### config.mk
export PLATFORM = sky130hd
export DESIGN_NAME = obi_bridge_initiator
export DESIGN_NICKNAME = d
export VERILOG_FILES = /design/src/rtl/obi_bridge_pkg.sv /design/src/rtl/obi_bridge_timeout_cnt.sv /design/src/rtl/obi_bridge_initiator.sv
export SDC_FILE = /design/constraint.sdc
export NUM_CORES = 1
export LEC_CHECK = 0
export BUFFER_PORTS_ARGS = -buffer_cell sky130_fd_sc_hd__clkbuf_2
export CAP_MARGIN = 15
export CORE_UTILIZATION = 40
export CTS_CLUSTER_DIAMETER = 100
export DETAILED_ROUTE_END_ITERATION = 6
export HOLD_SLACK_MARGIN = 0.08
export PLACE_DENSITY = 0.83
export SYNTH_ARGS = -nofsm -noshare
export SYNTH_HDL_FRONTEND = slang
export SYNTH_HIERARCHICAL = 1
export SYNTH_SLANG_ARGS = --single-unit
### constraint.sdc
create_clock -name clk_i -period 2 [get_ports clk_i]
set_input_delay 0.2 -clock clk_i [delete_from_list [all_inputs] [get_ports clk_i]]
set_output_delay 0.2 -clock clk_i [all_outputs]
set_load 0.05 [all_outputs]
### src/rtl/obi_bridge_pkg.sv
// rtl/obi_bridge_pkg.sv - shared types and constants for the OBI bridge initiator
package obi_bridge_pkg;

  localparam int BRIDGE_ADDR_W = 32;
  localparam int BRIDGE_DATA_W = 32;

  // Read data returned when a phase times out
  localparam logic [31:0] TIMEOUT_RDATA = 32'hDEAD_BEEF;

  typedef enum logic [1:0] {
    IDLE   = 2'd0,
    REQ    = 2'd1,
    WAIT_R = 2'd2,
    RESP   = 2'd3
  } state_e;

  // Command captured from the host and driven onto the bridge bus
  typedef struct packed {
    logic                       we;
    logic [BRIDGE_DATA_W/8-1:0] be;
    logic [BRIDGE_ADDR_W-1:0]   addr;
    logic [BRIDGE_DATA_W-1:0]   wdata;
  } cmd_t;

endpackage

### src/rtl/obi_bridge_timeout_cnt.sv
// rtl/obi_bridge_timeout_cnt.sv - saturating phase timer for the bridge initiator
module obi_bridge_timeout_cnt #(
  parameter int W = 11
) (
  input  logic         clk,
  input  logic         rst,
  input  logic         clear,
  input  logic         enable,
  input  logic [W-1:0] max,
  output logic         expired
);

  logic [W-1:0] cnt_q;

  // Count cycles spent in a waiting phase, holding at max
  always_ff @(posedge clk) begin
    if (rst || clear) begin
      cnt_q <= '0;
    end else if (enable && (cnt_q != max)) begin
      cnt_q <= cnt_q + W'(1);
    end
  end

  assign expired = enable && (cnt_q == max);

endmodule

### src/rtl/obi_bridge_initiator.sv
// rtl/obi_bridge_initiator.sv - host-side bridge bus initiator; OBI_BRIDGE_TIMEOUT_EN adds phase timeouts
module obi_bridge_initiator
  import obi_bridge_pkg::*;
#(
  parameter int ADDR_W      = BRIDGE_ADDR_W,
  parameter int DATA_W      = BRIDGE_DATA_W,
  parameter int TIMEOUT_CYC = 1024
) (
  input  logic                clk_i,
  input  logic                rst_i,
  input  logic                cmd_valid_i,
  output logic                cmd_ready_o,
  input  logic                cmd_we_i,
  input  logic [DATA_W/8-1:0] cmd_be_i,
  input  logic [ADDR_W-1:0]   cmd_addr_i,
  input  logic [DATA_W-1:0]   cmd_wdata_i,
  output logic                rsp_valid_o,
  input  logic                rsp_ready_i,
  output logic [DATA_W-1:0]   rsp_rdata_o,
  output logic                rsp_err_o,
  output logic                req_o,
  output logic                we_o,
  output logic [DATA_W/8-1:0] be_o,
  output logic [ADDR_W-1:0]   addr_o,
  output logic [DATA_W-1:0]   wdata_o,
  input  logic                gnt_i,
  input  logic                rvalid_i,
  input  logic [DATA_W-1:0]   rdata_i
);

  state_e            state_q, state_d;
  cmd_t              cmd_q;
  logic [DATA_W-1:0] rdata_q;
  logic              err_q;
  logic              capture;
  logic [DATA_W-1:0] capture_rdata;
  logic              capture_err;
  logic              expired;

`ifdef OBI_BRIDGE_TIMEOUT_EN
  localparam int CNT_W = $clog2(TIMEOUT_CYC) + 1;
  logic cnt_clear;
  logic cnt_enable;

  // Timer restarts whenever the FSM moves, so each phase gets its own budget
  assign cnt_enable = (state_q == REQ) || (state_q == WAIT_R);
  assign cnt_clear  = (state_d != state_q);

  obi_bridge_timeout_cnt #(
    .W (CNT_W)
  ) u_timeout_cnt (
    .clk     (clk_i),
    .rst     (rst_i),
    .clear   (cnt_clear),
    .enable  (cnt_enable),
    .max     (CNT_W'(TIMEOUT_CYC - 1)),
    .expired (expired)
  );
`else
  logic unused_timeout_cfg;
  assign unused_timeout_cfg = (TIMEOUT_CYC != 0);
  assign expired            = 1'b0;
`endif

  // State register
  always_ff @(posedge clk_i) begin
    if (rst_i) begin
      state_q <= IDLE;
    end else begin
      state_q <= state_d;
    end
  end

  // Next-state and response capture; handshakes take priority over expiry
  always_comb begin
    state_d       = state_q;
    capture       = 1'b0;
    capture_rdata = '0;
    capture_err   = 1'b0;
    case (state_q)
      IDLE: begin
        if (cmd_valid_i) state_d = REQ;
      end
      REQ: begin
        if (gnt_i) begin
          state_d = WAIT_R;
        end else if (expired) begin
          state_d       = RESP;
          capture       = 1'b1;
          capture_rdata = DATA_W'(TIMEOUT_RDATA);
          capture_err   = 1'b1;
        end
      end
      WAIT_R: begin
        if (rvalid_i) begin
          state_d       = RESP;
          capture       = 1'b1;
          capture_rdata = cmd_q.we ? '0 : rdata_i;
        end else if (expired) begin
          state_d       = RESP;
          capture       = 1'b1;
          capture_rdata = DATA_W'(TIMEOUT_RDATA);
          capture_err   = 1'b1;
        end
      end
      RESP: begin
        if (rsp_ready_i) state_d = IDLE;
      end
      default: state_d = IDLE;
    endcase
  end

  // Command and response registers; bus fields only change on acceptance
  always_ff @(posedge clk_i) begin
    if (rst_i) begin
      cmd_q   <= '0;
      rdata_q <= '0;
      err_q   <= 1'b0;
    end else begin
      if ((state_q == IDLE) && cmd_valid_i) begin
        cmd_q <= '{we: cmd_we_i, be: cmd_be_i, addr: cmd_addr_i, wdata: cmd_wdata_i};
      end
      if (capture) begin
        rdata_q <= capture_rdata;
        err_q   <= capture_err;
      end
    end
  end

  assign cmd_ready_o = (state_q == IDLE);
  assign req_o       = (state_q == REQ);
  assign rsp_valid_o = (state_q == RESP);
  assign rsp_rdata_o = rdata_q;
  assign rsp_err_o   = err_q;
  assign we_o        = cmd_q.we;
  assign be_o        = cmd_q.be;
  assign addr_o      = cmd_q.addr;
  assign wdata_o     = cmd_q.wdata;

endmodule

==> results by group <==
Routing
  • Top sig layer: met4
  • Wire per inst: 14.1 um
  • Router iterations before antenna repair: 5
  • Starting DRT DRC Count: 156
  • Via count: about 4300
  • Vias/cell: 4.96
  • Routed wire length: 12200 um
  • Post-route ant nets: 0
  • DRC Markers: 0
  • Metal2 WL: 6400 um
  • Met1 Wirelength: 4550 um
  • Metal3 WL: 752 um

Floorplanning
  • Initial core utilization: 0.417
  • Die Ht: approximately 100 um
  • DIE AREA: 10100 um2
  • Die X: 100 um
  • Num rows: 35
  • # IOs: 212
  • Core ar.: 9280 um2

Flow run
  • Max_cap viols: 0

Clock tree
  • Clock-pin slew on the worst setup and hold paths: ~110 ps
  • TritonCTS clock tree: built
  • Clk sinks: 103
  • Root buffer cell: clkbuf_8
  • Worst-Skew Late Latency: 360 ps
  • Inserted Clock Buffers: 9
  • H-tree depth: 3
  • Clock tree buffer depth: 2

STA
  • Unrepaired setup endpoints after global routing: false
  • Final period utilization: 0.804
  • Fin crit period: roughly 1600 ps
  • Setup Viol. Count Final: 0
  • Setup TNS: 0 ps
  • Final hold violations: 0
  • Max Slew Vio Count: 0
  • Final worst clock skew: 15.6 ps
  • Max frequency: 0.622 GHz
  • Final hold slack: 97.6 ps

Critical path
  • Reg2reg path depth: 6
  • WS Path Type: reg2reg
  • Critical Path RT: 2270 ps
  • CP Launch Type: register
  • CP endpoint kind: register
  • Critical path arrival: 1880 ps
  • Crit-path max FO: 40

Global route
  • Largest net degree at the start of global routing: 48
  • Initial antenna violation count: 0
  • Vias in the first global route: between 4000 and 5000
  • Overall routing resource usage: 0.236
  • First-pass GRT wire length: between 15000 and 20000 um
  • GR Overflow Total: 0

Placed design
  • Post-DP HPWL: 7390 um
  • Placed cell areas: 4980 um2
  • Port-buffer cells: 210
  • GPL Wtd Cong: between 0.7 and 0.8

Power
  • Psw: approximately 3.1 mW
  • Power share of the clock group: 0.184
  • Leakage: 2.63 nW
  • Worst IR Drop VDD: 0.637 mV
  • Gate power share: 0.438
  • Pwr/cell area: 1160 nW/um2
  • Cell-internal power: between 3 and 4 mW
  • Switching Share: 0.460
  • Reg power frac: 0.378
  • Final Power: 6.84 mW

Synth
  • Post-synthesis cell count: 469
  • Post-Syn Area: 3870 um2
  • Seq cells post-synth: 103
  • Unique masters post-synth: 19
  • Mapped Nets: 581
  • Avg Inst Size Synth: 8.25 um2
  • Sequential area share after synthesis: 0.533
  • Synth warnings: 6

Layout
  • Final core utilization: 0.633
  • Share of layout cells above drive strength 1: 0.327
  • Area Growth Syn to Fin: 51.9%
  • Fin area: 5870 um2
  • Nets: 841
  • Diode count: 0

Min path
  • Worst Hold Class: in2reg
  • Hold depth: 3

Outcome
  • Outcome: finished, final reports clean
worst max-delay path, stage by stage (launching register included):
cell	delay [ps]
dfxtp_1	360
inv_1	110
ha_1	230
and2_2	170
buf_4	350
nand2_1	110
a21oi_1	160
sequential cells by signal, summed over array words and instances, names as in the netlist:
register	flops
be_o	4
wdata_o	32
addr_o	32
rsp_rdata_o	32
we_o	1
state_q	2
Yosys cell counts (all sizes together):
cell type	count	area, um2
conb	1	3.75
a21oi	101	505
a2111oi	1	27.5
mux2i	2	20.0
and2	1	6.26
nand2b	3	18.8
clkbuf	18	67.6
nand4b	32	280
nor2b	3	26.3
buf	23	123
dfxtp	103	2060
nand2	172	646
o21bai	1	7.51
ha	5	62.6
inv	3	11.3
power groups by stage:
stage / Sequential (mW) / Clock [mW] / Combinational [mW]
final: 2.58 / 1.26 / 3.00
after global routing: 2.62 / 1.37 / 3.20
after CTS: 2.58 / 1.30 / 2.98
after detailed placement: 2.62 / 0 / 2.87
after global placement: 2.60 / 0 / 2.81
after floorplan: 3.68 / 0 / 1.15
area by class of cell:
cell class / count / area (um2)
clock buffers: 10 / 138
flip-flops and latches: 103 / 2060
clock inverters: 6 / 52.6
fillers: 758 / 3410
inverters: 3 / 11.3
repair buffers: 290 / 1840
well taps: 129 / 161
multi-input cells: 322 / 1610
per-layer routing:
metal / global-route usage / vias up
li1: - / 2061
met1: 0.239 / 1979
met2: 0.439 / 192
met3: 0.0655 / 48
met4: 0.120 / 0
met5: 0 / -
cells in the final DEF (no fill, tap or decap), types with 2 or more instances in the layout:
| cell | instances |
|---|---|
| buf_4 | 10 |
| clkbuf_8 | 10 |
| nand2b_1 | 3 |
| dfxtp_1 | 103 |
| a21oi_1 | 101 |
| nand4b_1 | 32 |
| nor2b_1 | 2 |
| inv_1 | 3 |
| nand2_1 | 171 |
| mux2i_1 | 2 |
| ha_1 | 5 |
| clkbuf_2 | 209 |
| dlygate4sd3_1 | 70 |
| inv_8 | 2 |
metrics by stage:
step	std cells	setup WS, ps
4_1_cts	861	389
6_report	863	391
5_1_grt	863	227
2_1_floorplan	469	257
3_5_place_dp	777	423
3_3_place_gp	777	549
final timing paths:
check	slack (ps)	end	startpoint
min reg2reg	460	rsp_rdata_o[5]	rsp_rdata_o[5]
max	390	addr_o[3]	state_q[1]
max reg2reg	390	addr_o[3]	state_q[1]
min	100	addr_o[26]	cmd_addr_i[26]
timing repair:
item | in CTS | in global routing
hold endpoints to repair | 68 | 2
resized for setup | 0 | 0
buffers inserted | 0 | 0
hold buffers | 68 | 2
logic make-up after synthesis:
| family | after synthesis | share of synthesized area |
|---|---|---|
| AND/OR/NAND/NOR | 211 | 0.253 |
| AO/OA/AOI/OAI | 103 | 0.140 |
| flip-flops | 103 | 0.533 |
| buffers and inverters | 44 | 0.0521 |
| adder cells (fa/ha/maj) | 5 | 0.0162 |
| multiplexers | 2 | 0.00518 |
| other | 1 | 0.000970 |
Power figures use the tool's default switching activity.
